**src/rtl/pipe_stage_buf.sv**
```systemverilog
// Generic handshaked pipeline-stage buffer with flush, bubble insertion and
// an optional two-entry skid mode that registers the upstream ready.
module pipe_stage_buf #(
  parameter int unsigned      WIDTH  = 32,
  parameter int unsigned      SKID   = 0,
  parameter logic [WIDTH-1:0] BUBBLE = '0
) (
  input  logic             clk,
  input  logic             rst_n,
  input  logic             flush,
  input  logic             in_valid,
  output logic             in_ready,
  input  logic [WIDTH-1:0] in_data,
  output logic             out_valid,
  input  logic             out_ready,
  output logic [WIDTH-1:0] out_data,
  output logic [1:0]       level
);

  if (SKID == 0) begin : gSingle
    logic             mValid;
    logic             mValidNext;
    logic [WIDTH-1:0] mData;
    logic [WIDTH-1:0] mDataNext;
    logic             accept;
    logic             pop;

    // A full register can still take a new payload when the head leaves this cycle.
    assign in_ready = ~mValid | out_ready;
    assign accept   = in_valid & in_ready;
    assign pop      = mValid & out_ready;

    // Next-state: flush wins, then load, then drain back to the bubble.
    always_comb begin
      mValidNext = mValid;
      mDataNext  = mData;
      if (flush) begin
        mValidNext = 1'b0;
        mDataNext  = BUBBLE;
      end else if (accept) begin
        mValidNext = 1'b1;
        mDataNext  = in_data;
      end else if (pop) begin
        mValidNext = 1'b0;
        mDataNext  = BUBBLE;
      end
    end

    // Stage register.
    always_ff @(posedge clk or negedge rst_n) begin
      if (!rst_n) begin
        mValid <= 1'b0;
        mData  <= BUBBLE;
      end else begin
        mValid <= mValidNext;
        mData  <= mDataNext;
      end
    end

    assign out_valid = mValid;
    assign out_data  = mData;
    assign level     = {1'b0, mValid};

  end else begin : gSkid
    // Encoding equals the number of held entries so level is a plain register decode.
    typedef enum logic [1:0] {
      EMPTY = 2'd0,
      ONE   = 2'd1,
      TWO   = 2'd2
    } stateT;

    stateT            state;
    stateT            stateNext;
    logic [WIDTH-1:0] mData;
    logic [WIDTH-1:0] mDataNext;
    logic [WIDTH-1:0] sData;
    logic [WIDTH-1:0] sDataNext;
    logic             accept;
    logic             pop;

    // Ready depends only on the state register, cutting the out_ready path.
    assign in_ready  = (state != TWO);
    assign out_valid = (state != EMPTY);
    assign out_data  = mData;
    assign level     = state;
    assign accept    = in_valid & in_ready;
    assign pop       = out_valid & out_ready;

    // Next-state and payload steering; invalid slots are refilled with the bubble.
    always_comb begin
      stateNext = state;
      mDataNext = mData;
      sDataNext = sData;
      if (flush) begin
        stateNext = EMPTY;
        mDataNext = BUBBLE;
        sDataNext = BUBBLE;
      end else begin
        case (state)
          EMPTY: begin
            if (accept) begin
              stateNext = ONE;
              mDataNext = in_data;
            end
          end
          ONE: begin
            if (accept && !pop) begin
              stateNext = TWO;
              sDataNext = in_data;
            end else if (accept && pop) begin
              mDataNext = in_data;
            end else if (pop) begin
              stateNext = EMPTY;
              mDataNext = BUBBLE;
            end
          end
          TWO: begin
            if (pop) begin
              stateNext = ONE;
              mDataNext = sData;
              sDataNext = BUBBLE;
            end
          end
          default: begin
            stateNext = EMPTY;
            mDataNext = BUBBLE;
            sDataNext = BUBBLE;
          end
        endcase
      end
    end

    // State and payload registers.
    always_ff @(posedge clk or negedge rst_n) begin
      if (!rst_n) begin
        state <= EMPTY;
        mData <= BUBBLE;
        sData <= BUBBLE;
      end else begin
        state <= stateNext;
        mData <= mDataNext;
        sData <= sDataNext;
      end
    end
  end

endmodule

```
**config.mk**
```make
export PLATFORM = sky130hd
export DESIGN_NAME = pipe_stage_buf
export DESIGN_NICKNAME = d
export VERILOG_FILES = /design/src/rtl/pipe_stage_buf.sv
export SDC_FILE = /design/constraint.sdc
export NUM_CORES = 1
export LEC_CHECK = 0
export CAP_MARGIN = 0
export CORE_MARGIN = 5
export CORE_UTILIZATION = 40
export CTS_BUF_LIST = sky130_fd_sc_hd__clkbuf_8
export CTS_CLUSTER_SIZE = 14
export DETAILED_ROUTE_END_ITERATION = 10
export PLACE_DENSITY = 0.74
export SYNTH_ARGS = -nofsm -noshare
export SYNTH_HDL_FRONTEND = slang
export SYNTH_SLANG_ARGS = --single-unit
```
**constraint.sdc**
```tcl
create_clock -name clk -period 1.4 [get_ports clk]
set_input_delay 0.28 -clock clk [delete_from_list [all_inputs] [get_ports clk]]
set_output_delay 0.28 -clock clk [all_outputs]
set_load 0.005 [all_outputs]
```
==> impl_metrics.py, run 1 <==
metrics = {
    "run_status": {
        "status": "finished, final reports clean",
    },
    "hold_path": {
        "worstHoldPathType": "in2async",
    },
    "global_route": {
        "grt_max_degree": 66,
        "grt_pass1_vias": 1532,
        "grt_pass1_wl_um": 7500,
        "grt-ovfl-total": 0,
        "antenna_found_initial": 0,
        "grt_usage": 0.152,
    },
    "pwr": {
        "powerDensity_mw_per_mm2": 814,
        "p_seq_frac": 0.455,
        "switching_share": 0.251,
        "pwr-share-comb": 0.237,
        "leakagePower_uw": 0.00123,
        "total_power_uw": 2280,
        "max-vdd-ir-drop_mv": 0.478,
        "power_switching_uw": 574,
        "pwr-share-clk": 0.308,
        "intPower_uw": 1710,
    },
    "worst_setup_path": {
        "r2r_slack_ns": 0.14,
        "r2r_start": "out_valid",
        "critPathMaxFanout": 3,
        "worstSetupEndpointType": "output port",
        "arrival_ns": 1.04,
        "cp_slowest_cell": "dfrtp_1",
        "critical_path_class": "reg2out",
        "timing.reg2reg.worst_path_depth": 4,
        "setup.worst_path.start_class": "flip-flop",
        "r2r_end": "out_data[22]",
        "slowest_delay_ns": 0.37,
        "required_ns": 1.12,
        "crit_chain": "buf_4 > dlygate4sd2_1",
    },
    "clocking": {
        "cts_buffers": 5,
        "insertion_delay_ns": 0.28,
        "clockBufferDepth": 2,
        "cts_tree": "built",
        "clkTransAtPathRegs_ns": 0.06,
        "cts.sinks": 33,
        "cts_htree_levels": 2,
        "postCtsHoldBufs": 0,
        "root_buffer": "clkbuf_8",
    },
    "finish": {
        "num-fill-cells": 412,
        "n_antenna_cell": 0,
        "seqCellArea_um2": 826,
        "multiInputGateArea_um2": 940,
        "drive_above_1_share": 0.245,
        "nets": 266,
        "final_cells": 296,
        "area.growth.synth_to_final_pct": 45.0,
    },
    "synth": {
        "synth-seq-cells": 33,
        "synthTopCellsByArea": "dfrtp_1, o32ai_2, nand2b_1, buf_12, buf_6",
        "ys_warn_count": 0,
        "netlist.area_leader.share": 0.427,
        "syn-cell-area_mm2": 0.00193,
        "synth_top_cell_by_area": "dfrtp_1",
        "synthesis.nets": 191,
        "yosysSeqAreaShare": 0.427,
        "synth_cells": 154,
        "synth.avg_cell_area_um2": 12.6,
        "yosysUniqueCellTypes": 15,
    },
    "placed_design": {
        "portBuffers": 71,
        "hpwl_um": 2870,
        "place_congestion": 0.687,
        "dp.cells": 282,
    },
    "sta": {
        "fin_crit_sh": 0.943,
        "finalHoldViolCount": 0,
        "clock_skew_ns": 0.00308,
        "min_period_ns": 1.32,
        "fmax_mhz": 758,
        "rsz0062_at_grt": "false",
        "whs_ns": 0.378,
        "finalMaxSlewViolations": 0,
        "setup_violations": 0,
    },
    "die": {
        "dieArea_mm2": 0.00633,
        "start_util": 0.410,
        "core-area_mm2": 0.00472,
        "die_w_um": 79.5,
        "die_h_um": 79.5,
        "row_count": 25,
        "io_pins": 73,
    },
    "drt": {
        "wl_per_cell_um": 15.2,
        "routed_via_density": 4.94,
        "drc": 0,
        "via_count": 1463,
        "drt_iter0_drc": 77,
        "firstDrtPassIters": 4,
        "ant_nets": 0,
        "routed_wl_um": 4500,
    },
    "run": {
        "maxCapViolations": 0,
    },
}
-- worst max-delay path: cells and delay by family, from the launching register on --
kind / cells / cell delay [ns]
buffers and inverters: 2 / 0.40
DFF: 1 / 0.37
-- cell usage after synthesis --
| library cell | number |
|---|---|
| o32ai_1 | 3 |
| conb_1 | 1 |
| inv_2 | 1 |
| o32ai_2 | 29 |
| buf_6 | 3 |
| buf_4 | 4 |
| nand2b_1 | 64 |
| mux2_4 | 1 |
| clkbuf_1 | 6 |
| a21oi_2 | 1 |
| buf_12 | 3 |
| buf_2 | 3 |
| inv_1 | 1 |
| dfrtp_1 | 33 |
| nor2b_4 | 1 |
-- sequential cells by signal, indices dropped and copies added, names as in the netlist --
| name | cells |
|---|---|
| out_valid | 1 |
| out_data | 32 |
-- layout by cell type (no fill, tap or decap), drive strengths merged, types with 3 or more instances in the layout --
cell	instances
nand2b	64
dlygate4sd2	35
inv	3
clkdlybuf4s50	35
buf	17
o32ai	32
clkbuf	6
dfrtp	33
-- through the flow --
stage | util | setup TNS (ns) | setup WS, ns | cell area, µm²
2_1_floorplan | - | 0 | 0.259 | 1930
3_3_place_gp | 0.574 | -7.96 | -0.277 | 2710
3_5_place_dp | 0.574 | -8.71 | -0.287 | 2710
4_1_cts | 0.593 | 0 | 0.0578 | 2800
5_1_grt | 0.594 | 0 | 0.0188 | 2800
6_report | 0.594 | 0 | 0.0805 | 2800
-- final cells by class --
| type | instances | area share |
|---|---|---|
| Clock buffer | 6 | 0.0295 |
| Clock inverter | 1 | 0.00134 |
| Inverter | 2 | 0.00268 |
| Multi-Input combinational cell | 100 | 0.335 |
| Sequential cell | 33 | 0.295 |
| Tap cell | 67 | 0.0299 |
| Timing Repair Buffer | 87 | 0.307 |
-- power by group through the flow --
stage / sequential [µW] / clock [µW] / combinational, µW
CTS: 1040 / 728 / 548
global route: 1050 / 767 / 586
floorplan: 1060 / 0 / 274
detailed placement: 1060 / 0 / 573
finish: 1040 / 703 / 541
global placement: 1060 / 0 / 568
-- worst max-delay path by stage --
stage	cells past startpoint	startpoint	to	slack (ns)
after floorplan	4	out_valid	in_ready	0.26
after global placement	4	out_ready	in_ready	-0.28
after detailed placement	4	out_ready	in_ready	-0.29
after CTS	4	out_valid	out_data[15]	0.06
after global routing	2	out_valid	out_valid	0.02
final	2	out_valid	out_valid	0.08
-- repair_timing --
item,4_1_cts,5_1_grt
setup endpoints to repair,35,18
setup buffers,7,0
gates resized for setup,39,1
-- routing by layer --
metal	routed length, µm	GRT usage	up-vias
li1	-	-	696
met4	49	0.0412	0
met3	293	0.0474	6
met1	2140	0.206	709
met5	0	0	-
met2	2020	0.233	52
-- cell families after synthesis --
| logic type | count (synthesis) | synth area share |
|---|---|---|
| flip-flops | 33 | 0.427 |
| AND/OR/NAND/NOR | 65 | 0.214 |
| buffers and inverters | 21 | 0.0873 |
| other | 1 | 0.00194 |
| multiplexers | 1 | 0.00776 |
| AO/OA/AOI/OAI | 33 | 0.262 |
No activity file was read; power rests on OpenSTA's default activity.
==> inputs of run 2 (changes only) <==
--- a/config.mk
+++ b/config.mk
@@ -6,11 +6,13 @@
 export NUM_CORES = 1
 export LEC_CHECK = 0
 export CAP_MARGIN = 0
+export CORE_ASPECT_RATIO = 1.4
 export CORE_MARGIN = 5
 export CORE_UTILIZATION = 40
 export CTS_BUF_LIST = sky130_fd_sc_hd__clkbuf_8
 export CTS_CLUSTER_SIZE = 14
 export DETAILED_ROUTE_END_ITERATION = 10
+export GPL_TIMING_DRIVEN = 0
 export PLACE_DENSITY = 0.74
 export SYNTH_ARGS = -nofsm -noshare
 export SYNTH_HDL_FRONTEND = slang
==> run 2 against run 1 <==
  * Worst setup slack got worse by 0.049 ns
  * Global-route usage grew 0.88 points
  * Sequential power is essentially flat
  * First-iteration DRC count is 6.5% lower
  * Total power decreased by 0.58%
  * Sequential share of layout area decreased by 0.23 points
  * Routed wire length is 6.3% higher
  * Critical path type unchanged
==> impl_metrics.py, run 2 (synthesis gave the netlist of run 1 again) <==
metrics = {
    "global_route": {
        "grt_pass1_wl_um": 7780,
        "grt_pass1_vias": 1633,
        "grt_usage": 0.160,
        "grt_max_degree": 34,
        "antenna_found_initial": 0,
        "grt-ovfl-total": 0,
    },
    "pwr": {
        "leakagePower_uw": 0.00125,
        "p_seq_frac": 0.457,
        "max-vdd-ir-drop_mv": 0.678,
        "pwr-share-clk": 0.302,
        "power_switching_uw": 609,
        "intPower_uw": 1660,
        "pwr-share-comb": 0.240,
        "powerDensity_mw_per_mm2": 803,
        "switching_share": 0.268,
    },
    "placed_design": {
        "portBuffers": 70,
        "place_area_mm2": 0.00271,
        "place_congestion": 0.731,
        "dp.cells": 288,
        "hpwl_um": 3440,
    },
    "worst_setup_path": {
        "r2r_start": "out_valid",
        "crit_path_start": "out_valid",
        "required_ns": 1.12,
        "path_buf_inv": 3,
        "cp_slowest_cell": "dfrtp_1",
        "crit_chain": "nor2b_4 > buf_12 > inv_6 > buf_6",
        "path_delay_family": "flip-flops",
        "arrival_ns": 1.09,
        "critical_path_class": "reg2out",
        "cp_num_cells": 4,
        "slowest_delay_ns": 0.36,
        "worstSetupEndpointType": "output port",
        "timing.reg2reg.worst_path_depth": 5,
        "critPathMaxFanout": 6,
        "setup.worst_path.start_class": "flip-flop",
    },
    "drt": {
        "routed_wl_um": 4780,
        "routed_via_density": 4.88,
        "firstDrtPassIters": 4,
        "via_count": 1488,
        "ant_nets": 0,
        "wl_per_cell_um": 15.7,
        "drt_iter0_drc": 72,
        "drc": 0,
    },
    "die": {
        "io_pins": 73,
        "core-area_mm2": 0.00477,
        "die_w_um": 68.8,
        "die_h_um": 92.3,
        "start_util": 0.406,
        "dieArea_mm2": 0.00635,
        "row_count": 30,
    },
    "finish": {
        "final_cells": 305,
        "area.growth.synth_to_final_pct": 46.1,
        "n_antenna_cell": 0,
        "largest_register_ffs": 32,
        "final_common_cell": "nand2b_1",
        "mostFrequentLayoutCells": "nand2b_1, dlygate4sd2_1, clkdlybuf4s50_1, dfrtp_1, o32ai_2",
        "nets": 277,
        "design_area_mm2": 0.00283,
        "drive_above_1_share": 0.270,
    },
    "clocking": {
        "root_buffer": "clkbuf_8",
        "cts_buffers": 5,
        "cts_htree_levels": 2,
        "cts.sinks": 33,
        "cts_tree": "built",
        "clockBufferDepth": 2,
        "clkTransAtPathRegs_ns": 0.07,
        "insertion_delay_ns": 0.28,
    },
    "sta": {
        "whs_ns": 0.0520,
        "fmax_mhz": 731,
        "rsz0062_at_grt": "true",
        "tightest_slew_ns": 0.753,
        "finalMaxSlewViolations": 0,
        "clock_skew_ns": 0.00835,
        "finalHoldViolCount": 0,
        "setup_violations": 0,
        "max_slew_margin": 0.498,
        "min_period_ns": 1.37,
        "fin_crit_sh": 0.977,
    },
    "hold_path": {
        "worstHoldPathType": "in2async",
    },
    "run_status": {
        "status": "finished, final reports clean",
    },
    "run": {
        "maxCapViolations": 0,
    },
}
## run 2: changes by cell type in the layout (fill, tap and decap cells not counted), moves of 2 or more
cell | previous run | this run
buf_12 | 6 | 3
buf_2 | 1 | 4
buf_4 | 9 | 11
buf_6 | 1 | 6
clkbuf_1 | 0 | 6
clkdlybuf4s50_1 | 35 | 33
clkinv_2 | 0 | 2
## run 2: routing by layer
layer | GRT usage | up-vias | wire [µm]
met3 | 0.0453 | 6 | 336
li1 | - | 716 | -
met4 | 0.0439 | 0 | 57
met5 | 0 | - | 0
met1 | 0.186 | 719 | 1900
met2 | 0.280 | 47 | 2490
## run 2: path summary, 6_finish.rpt
kind | end | slack, ns
setup / recovery | in_ready | 0.03
hold / removal | out_data[0] | 0.05
setup reg to reg | out_data[14] | 0.06
hold reg to reg | out_data[23] | 0.56
max in group asynchronous | out_data[5] | 0.85
min in group clk | out_data[24] | 0.32
## run 2: layout make-up
type	count	area [µm²]
clock buffer	5	68.8
multi-input combinational	100	940
clock inverter	3	13.8
tap	64	80.1
inverter	2	12.5
fill	435	1940
sequential	33	826
buffer	18	158
timing repair buffer	80	728
## run 2: worst reg2reg max path, cell delays in order, from the launching register on
cell	delay, ns
dfrtp_1	0.39
buf_6	0.12
buf_4	0.12
mux2_4	0.33
buf_6	0.17
o32ai_2	0.11
## run 2: power by group through the flow
stage                     logic (µW)  registers [µW]  clock network, µW
final                            545            1040                687
after global routing             589            1050                757
after CTS                        542            1040                698
after detailed placement         570            1060                  0
after global placement           566            1060                  0
after floorplan                  274            1060                  0
## run 2: metrics by stage
stage | util | worst slack, ns | total power [µW] | setup TNS (ns)
3_5_place_dp | 0.569 | -0.594 | 1630 | -3.37
4_1_cts | 0.584 | -0.0604 | 2280 | -0.111
2_1_floorplan | - | 0.259 | 1340 | 0
3_3_place_gp | 0.570 | -0.694 | 1630 | -25.77
5_1_grt | 0.593 | -0.0541 | 2390 | -0.0541
6_report | 0.593 | 0.0317 | 2270 | 0
## run 2: timing repair
| action | CTS | global route |
|---|---|---|
| setup buffers | 4 | 6 |
| setup endpoints to repair | 35 | 2 |
| resized for setup | 42 | 5 |
| hold buffers | 0 | 0 |
